### config.mk
export PLATFORM = sky130hd
export DESIGN_NAME = cache_arbiter_flat
export DESIGN_NICKNAME = d
export VERILOG_FILES = /design/src/rtl/cache_arbiter_pkg.sv /design/src/rtl/cache_arbiter_if.sv /design/src/rtl/cache_arbiter_sel.sv /design/src/rtl/cache_arbiter.sv /design/src/flat_wrapper.sv
export SDC_FILE = /design/constraint.sdc
export NUM_CORES = 1
export LEC_CHECK = 0
export CORE_MARGIN = 4
export CORE_UTILIZATION = 43
export CTS_CLUSTER_DIAMETER = 200
export CTS_CLUSTER_SIZE = 20
export DETAILED_ROUTE_END_ITERATION = 8
export HOLD_SLACK_MARGIN = 0.05
export PLACE_DENSITY = 0.87
export SYNTH_ARGS = -nofsm -noshare
export SYNTH_HDL_FRONTEND = slang
export SYNTH_SLANG_ARGS = --single-unit
### constraint.sdc
create_clock -name clk -period 2.6 [get_ports clk]
set_clock_uncertainty 0.15 [all_clocks]
set_input_delay 0.65 -clock clk [delete_from_list [all_inputs] [get_ports clk]]
set_output_delay 0.65 -clock clk [all_outputs]
set_load 0.02 [all_outputs]
### src/rtl/cache_arbiter_pkg.sv
// Shared types and constants for the I/D cache memory-port arbiter.
package cache_arb_pkg;

  typedef enum logic [2:0] {
    IDLE,
    BUSY_I,
    BUSY_D,
    RESP_I,
    RESP_D
  } state_e;

  localparam logic [1:0] GNT_NONE = 2'd0;
  localparam logic [1:0] GNT_I    = 2'd1;
  localparam logic [1:0] GNT_D    = 2'd2;

  localparam logic [3:0] WEN_READ = 4'b0000;

endpackage

### src/rtl/cache_arbiter_if.sv
// Bundles the instruction-cache, data-cache and memory-side handshakes of the arbiter.
interface cache_arbiter_if #(
  parameter int ADDR_W = 32,
  parameter int DATA_W = 32
);

  logic              inst_cache_req;
  logic [ADDR_W-1:0] inst_cache_addr;
  logic [DATA_W-1:0] inst_cache_rdata;
  logic              inst_cache_dok;

  logic              data_cache_req;
  logic [3:0]        data_cache_wen;
  logic [ADDR_W-1:0] data_cache_addr;
  logic [DATA_W-1:0] data_cache_wdata;
  logic [DATA_W-1:0] data_cache_rdata;
  logic              data_cache_dok;

  logic              mem_req;
  logic [3:0]        mem_wen;
  logic [ADDR_W-1:0] mem_addr;
  logic [DATA_W-1:0] mem_wdata;
  logic [DATA_W-1:0] mem_rdata;
  logic              mem_dok;

  // slave is the arbiter's view; master is the surrounding caches plus memory
  modport slave (
    input  inst_cache_req, inst_cache_addr,
    output inst_cache_rdata, inst_cache_dok,
    input  data_cache_req, data_cache_wen, data_cache_addr, data_cache_wdata,
    output data_cache_rdata, data_cache_dok,
    output mem_req, mem_wen, mem_addr, mem_wdata,
    input  mem_rdata, mem_dok
  );

  modport master (
    output inst_cache_req, inst_cache_addr,
    input  inst_cache_rdata, inst_cache_dok,
    output data_cache_req, data_cache_wen, data_cache_addr, data_cache_wdata,
    input  data_cache_rdata, data_cache_dok,
    input  mem_req, mem_wen, mem_addr, mem_wdata,
    output mem_rdata, mem_dok
  );

endinterface

### src/rtl/cache_arbiter_sel.sv
// Grant selection: data wins unless the instruction side has waited out a full streak.
module cache_arb_sel
  import cache_arb_pkg::*;
#(
  parameter int STREAK_MAX = 4,
  parameter int STREAK_W   = $clog2(STREAK_MAX + 1)
) (
  input  logic                inst_req_i,
  input  logic                data_req_i,
  input  logic [STREAK_W-1:0] streak_i,
  output logic [1:0]          grant_o
);

  localparam logic [STREAK_W-1:0] STREAK_TOP = STREAK_W'(STREAK_MAX);

  always_comb begin
    grant_o = GNT_NONE;
    if (data_req_i && (!inst_req_i || (streak_i < STREAK_TOP))) begin
      grant_o = GNT_D;
    end else if (inst_req_i) begin
      grant_o = GNT_I;
    end
  end

endmodule

### src/rtl/cache_arbiter.sv
// Merges I-cache and D-cache single-word requests onto one memory port, one transaction at a time.
module cache_arbiter
  import cache_arb_pkg::*;
#(
  parameter int ADDR_W     = 32,
  parameter int DATA_W     = 32,
  parameter int STREAK_MAX = 4
) (
  input  logic            clk,
  input  logic            resetn,
  cache_arbiter_if.slave  bus
);

  localparam int                  STREAK_W   = $clog2(STREAK_MAX + 1);
  localparam logic [STREAK_W-1:0] STREAK_TOP = STREAK_W'(STREAK_MAX);

  state_e              state_q, state_d;
  logic [STREAK_W-1:0] streak_q, streak_d;
  logic                memReq_q, memReq_d;
  logic [3:0]          memWen_q, memWen_d;
  logic [ADDR_W-1:0]   memAddr_q, memAddr_d;
  logic [DATA_W-1:0]   memWdata_q, memWdata_d;
  logic [DATA_W-1:0]   instRdata_q, instRdata_d;
  logic [DATA_W-1:0]   dataRdata_q, dataRdata_d;
  logic                instDok_q, instDok_d;
  logic                dataDok_q, dataDok_d;
  logic [1:0]          grant;

  cache_arb_sel #(
    .STREAK_MAX (STREAK_MAX),
    .STREAK_W   (STREAK_W)
  ) u_sel (
    .inst_req_i (bus.inst_cache_req),
    .data_req_i (bus.data_cache_req),
    .streak_i   (streak_q),
    .grant_o    (grant)
  );

  always_ff @(posedge clk) begin
    if (!resetn) begin
      state_q     <= IDLE;
      streak_q    <= '0;
      memReq_q    <= 1'b0;
      memWen_q    <= WEN_READ;
      memAddr_q   <= '0;
      memWdata_q  <= '0;
      instRdata_q <= '0;
      dataRdata_q <= '0;
      instDok_q   <= 1'b0;
      dataDok_q   <= 1'b0;
    end else begin
      state_q     <= state_d;
      streak_q    <= streak_d;
      memReq_q    <= memReq_d;
      memWen_q    <= memWen_d;
      memAddr_q   <= memAddr_d;
      memWdata_q  <= memWdata_d;
      instRdata_q <= instRdata_d;
      dataRdata_q <= dataRdata_d;
      instDok_q   <= instDok_d;
      dataDok_q   <= dataDok_d;
    end
  end

  always_comb begin
    state_d     = state_q;
    streak_d    = streak_q;
    memReq_d    = memReq_q;
    memWen_d    = memWen_q;
    memAddr_d   = memAddr_q;
    memWdata_d  = memWdata_q;
    instRdata_d = instRdata_q;
    dataRdata_d = dataRdata_q;
    instDok_d   = 1'b0;
    dataDok_d   = 1'b0;

    case (state_q)
      IDLE: begin
        case (grant)
          GNT_D: begin
            memReq_d   = 1'b1;
            memWen_d   = bus.data_cache_wen;
            memAddr_d  = bus.data_cache_addr;
            memWdata_d = bus.data_cache_wdata;
            state_d    = BUSY_D;
            // Only count data wins that actually made the instruction side wait
            if (bus.inst_cache_req) begin
              streak_d = (streak_q == STREAK_TOP) ? STREAK_TOP : streak_q + STREAK_W'(1);
            end else begin
              streak_d = '0;
            end
          end
          GNT_I: begin
            memReq_d   = 1'b1;
            memWen_d   = WEN_READ;
            memAddr_d  = bus.inst_cache_addr;
            memWdata_d = '0;
            state_d    = BUSY_I;
            streak_d   = '0;
          end
          default: begin
            streak_d = '0;
          end
        endcase
      end
      BUSY_I: begin
        if (bus.mem_dok) begin
          memReq_d  = 1'b0;
          instDok_d = 1'b1;
          state_d   = RESP_I;
          if (memWen_q == WEN_READ) begin
            instRdata_d = bus.mem_rdata;
          end
        end
      end
      BUSY_D: begin
        if (bus.mem_dok) begin
          memReq_d  = 1'b0;
          dataDok_d = 1'b1;
          state_d   = RESP_D;
          if (memWen_q == WEN_READ) begin
            dataRdata_d = bus.mem_rdata;
          end
        end
      end
      // Requests are still held during the dok cycle, so skip arbitration here
      RESP_I, RESP_D: begin
        state_d = IDLE;
      end
      default: begin
        state_d = IDLE;
      end
    endcase
  end

  assign bus.mem_req          = memReq_q;
  assign bus.mem_wen          = memWen_q;
  assign bus.mem_addr         = memAddr_q;
  assign bus.mem_wdata        = memWdata_q;
  assign bus.inst_cache_rdata = instRdata_q;
  assign bus.inst_cache_dok   = instDok_q;
  assign bus.data_cache_rdata = dataRdata_q;
  assign bus.data_cache_dok   = dataDok_q;

endmodule

### src/flat_wrapper.sv
// flat-port wrapper written by rule: the top's interface ports become plain ports
module cache_arbiter_flat import cache_arb_pkg::*;
#(
  parameter int ADDR_W     = 32,
  parameter int DATA_W     = 32,
  parameter int STREAK_MAX = 4
)
  (clk, resetn, bus_inst_cache_req, bus_inst_cache_addr, bus_inst_cache_rdata, bus_inst_cache_dok, bus_data_cache_req, bus_data_cache_wen, bus_data_cache_addr, bus_data_cache_wdata, bus_data_cache_rdata, bus_data_cache_dok, bus_mem_req, bus_mem_wen, bus_mem_addr, bus_mem_wdata, bus_mem_rdata, bus_mem_dok);
  cache_arbiter_if #(.ADDR_W(ADDR_W), .DATA_W(DATA_W)) bus_i ();
  input  logic clk;
  input  logic resetn;
  input wire logic [$bits(bus_i.inst_cache_req)-1:0] bus_inst_cache_req;
  input wire logic [$bits(bus_i.inst_cache_addr)-1:0] bus_inst_cache_addr;
  output wire logic [$bits(bus_i.inst_cache_rdata)-1:0] bus_inst_cache_rdata;
  output wire logic [$bits(bus_i.inst_cache_dok)-1:0] bus_inst_cache_dok;
  input wire logic [$bits(bus_i.data_cache_req)-1:0] bus_data_cache_req;
  input wire logic [$bits(bus_i.data_cache_wen)-1:0] bus_data_cache_wen;
  input wire logic [$bits(bus_i.data_cache_addr)-1:0] bus_data_cache_addr;
  input wire logic [$bits(bus_i.data_cache_wdata)-1:0] bus_data_cache_wdata;
  output wire logic [$bits(bus_i.data_cache_rdata)-1:0] bus_data_cache_rdata;
  output wire logic [$bits(bus_i.data_cache_dok)-1:0] bus_data_cache_dok;
  output wire logic [$bits(bus_i.mem_req)-1:0] bus_mem_req;
  output wire logic [$bits(bus_i.mem_wen)-1:0] bus_mem_wen;
  output wire logic [$bits(bus_i.mem_addr)-1:0] bus_mem_addr;
  output wire logic [$bits(bus_i.mem_wdata)-1:0] bus_mem_wdata;
  input wire logic [$bits(bus_i.mem_rdata)-1:0] bus_mem_rdata;
  input wire logic [$bits(bus_i.mem_dok)-1:0] bus_mem_dok;
  assign bus_i.inst_cache_req = bus_inst_cache_req;
  assign bus_i.inst_cache_addr = bus_inst_cache_addr;
  assign bus_inst_cache_rdata = bus_i.inst_cache_rdata;
  assign bus_inst_cache_dok = bus_i.inst_cache_dok;
  assign bus_i.data_cache_req = bus_data_cache_req;
  assign bus_i.data_cache_wen = bus_data_cache_wen;
  assign bus_i.data_cache_addr = bus_data_cache_addr;
  assign bus_i.data_cache_wdata = bus_data_cache_wdata;
  assign bus_data_cache_rdata = bus_i.data_cache_rdata;
  assign bus_data_cache_dok = bus_i.data_cache_dok;
  assign bus_mem_req = bus_i.mem_req;
  assign bus_mem_wen = bus_i.mem_wen;
  assign bus_mem_addr = bus_i.mem_addr;
  assign bus_mem_wdata = bus_i.mem_wdata;
  assign bus_i.mem_rdata = bus_mem_rdata;
  assign bus_i.mem_dok = bus_mem_dok;
  cache_arbiter #(.ADDR_W(ADDR_W), .DATA_W(DATA_W), .STREAK_MAX(STREAK_MAX)) u_core (.clk(clk), .resetn(resetn), .bus(bus_i));
endmodule
==> results.md <==
- Run status: completed
- RSZ-0062 raised after global routing: false
- Global-route wire length before repair: 25.5 mm
- Sequential area share after synthesis: 53.0%
- Worst path cell trace: clkdlybuf4s50_1
- Crit-path max FO: 3
- Core area: 0.0121 mm2
- Actual slew at the worst max-slew pin: 543 ps
- H-tree depth: 4
- Syn nets: 695
- Avg Cell Area, Syn: 9.58 um2
- Wire per inst: 16.7 um
- Worst hold margin: 310 ps
- Num Clock Sinks: 141
- Tot GR Track Use: 22.4%
- Clock latency on the worst-skew pair: 410 ps
- Root buffer cell: clkbuf_16
- FMAX: 0.447 GHz
- Pre-CTS setup slack: 159 ps
- I/O pin count: 272
- Ant. Diodes: 0
- Distinct cells, synth: 34
- DR iter-0 viols: 504
- Die Y: 119 um
- Synth top area share: 53.0%
- Setup bufs post-CTS: 0
- DRC viols: 0
- Pin count of the biggest net entering global routing: 89
- Post-Route WL: 16.6 mm
- DP Wirelength: 12.1 mm
- CTS tree: yes
- Clock transition at the registers of the reported paths: 60 ps
- Crit-path max cell delay: 650 ps
- Ys async rst share: 0%
- Die ar.: 0.0142 mm2
- Post-synthesis cell area: 0.00533 mm2
- Pins Over Slew Limit: 0
- Bufs and invs on worst path: 1
- Yosys reg bits: 141
- DR vias/cell: 5.10
- Top FF cell, synth: dfxtp_1
- Worst EP arrival: 1440 ps
- Worst Path Required: 1800 ps
- Grt total ovfl: 0
- Max-slew headroom at the worst pin: 63.5%
- DR pass1 iterations: 8
- Fin. Hold Viols: 0
- PwrDens: 718 mW/mm2
- Post-DRT Antenna Nets: 0
- CP Class: reg -> out
- Peak supply drop: 0.000429 V
- Max cap viols: 0
- Total CTS buffers: 17
- Initial antenna violation count: 0
- EDFF count, synth: 0
- Routability cong.: 0.793
- Fraction of layout cells with a size suffix above 1: 5.33%
- CP endpoint kind: primary output
- Post-Syn Instances: 556
- Post-layout min period: 2240 ps
- IO Port Bufs: 271
- Hold Buf Count CTS: 0
- Rows: 40
- Die W: 119 um
- Number of global-route vias before repair: 5104
- Via count: 5073
- Initial Util: 44.2%
- Fillcell total: 822
- Setup WS post-layout: 361 ps
- Leading area contributor after synthesis: dfxtp_1
- Crit-path slowest cell: clkdlybuf4s50_1
- P_leak: 3.96 nW
- Area growth, synth to finish: 65.5%
- CP delay by family, top: buffers and inverters
- Synth area leaders: dfxtp_1 (53%), mux2i_1 (12%), nand2_1 (9.2%)
- Crit start category: register
- Clock buffer depth: 2
- Placed Cells: 962
- Tcrit/Tclk final: 86.1%
- Min-Delay Path Class: reg -> reg
- Post-CTS Resized: 0
- Yosys synthesis warning count: 0
- Core Util, Final: 73.1%
- Fin cells: 994
- Setup TNS: 0 ps
- Final setup vio count: 0
- Final Net Count: 952
## registers in the layout, indices dropped and copies added (netlist names)
signal / flops
u_core.bus.inst_cache_rdata: 32
u_core.bus.mem_addr: 32
u_core.streak_q: 3
u_core.bus.mem_wdata: 32
u_core.bus.data_cache_dok: 1
u_core.bus.data_cache_rdata: 32
u_core.bus.mem_wen: 4
u_core.bus.mem_req: 1
u_core.state_q: 3
u_core.bus.inst_cache_dok: 1
## worst register-to-register path, stage by stage (launching register included)
cell and delay [ps]:
dfxtp_1 360, or3_1 500, or2_1 270, buf_4 230, a222oi_1 350
## placed cells by master (no fill, tap or decap), drive strengths merged, types with 3 or more instances in the layout
cell           instances
inv                   67
nand3                  3
nand2                130
dfxtp                141
bufinv                 5
clkbuf                21
clkdlybuf4s50        270
clkinv                 6
nor2                   9
a22o                  36
buf                   11
a222oi                31
mux2i                 64
## final timing paths
check | start | endpoint | slack (ps) | cells after the start
setup / recovery | u_core.bus.mem_wen[1] | bus_mem_wen[1] | 360 | 1
hold / removal | u_core.bus.inst_cache_rdata[29] | u_core.bus.inst_cache_rdata[29] | 310 | 2
setup reg to reg | u_core.state_q[1] | u_core.bus.mem_addr[20] | 620 | 4
hold reg to reg | u_core.bus.inst_cache_rdata[29] | u_core.bus.inst_cache_rdata[29] | 310 | 2
## cell usage after synthesis (2+ instances only)
cell,n
nand2_1,130
nor2b_1,2
buf_1,5
o21ai_0,2
buf_6,5
a32o_1,2
nand4b_1,2
mux2i_1,64
o21a_1,2
a222oi_1,31
buf_2,8
nand2b_1,2
nand3_1,3
a22o_1,36
ha_1,2
inv_1,67
nor2_1,9
nor3_1,2
or3_1,2
dfxtp_1,141
and3_1,2
clkbuf_1,25
## final cells by class
class	count	area [um2]	area share, %
inverter	67	251	2.85
clock inverter	11	188	2.13
sequential	141	2820	32.0
tap	168	210	2.38
clock buffer	21	470	5.33
timing repair buffer	281	2820	32.0
multi-input combinational	305	2060	23.3
## stage by stage
stage,power [mW],cell area [um2]
2_1_floorplan,3.06,5330
3_3_place_gp,3.67,8160
3_5_place_dp,3.71,8160
4_1_cts,6.38,8820
5_1_grt,6.56,8820
6_report,6.33,8820
## layer usage
layer	GRT usage (%)	share of wire [%]	wire length, um
met5	0	0	0
met4	8.66	2.3	385
met3	7.22	8.0	1330
met2	40.9	53	8740
met1	23.7	37	6100
## kinds of logic (layout without fill, tap and decap cells)
| family | after synthesis | in the layout | synth area share, % |
|---|---|---|---|
| compound gates | 80 | 80 | 13.7 |
| flops | 141 | 141 | 53.0 |
| fa+ha+maj | 2 | 2 | 0.470 |
| mux | 64 | 64 | 12.0 |
| buf+inv | 110 | 380 | 8.64 |
| simple gates | 159 | 159 | 12.2 |
## power by group
| part | internal [mW] | switching (mW) |
|---|---|---|
| clock | 1.77 | 0.893 |
| sequential | 2.34 | 0.102 |
| combinational | 0.637 | 0.584 |
| total | 4.75 | 1.58 |
(Power assumes the default switching activity.)
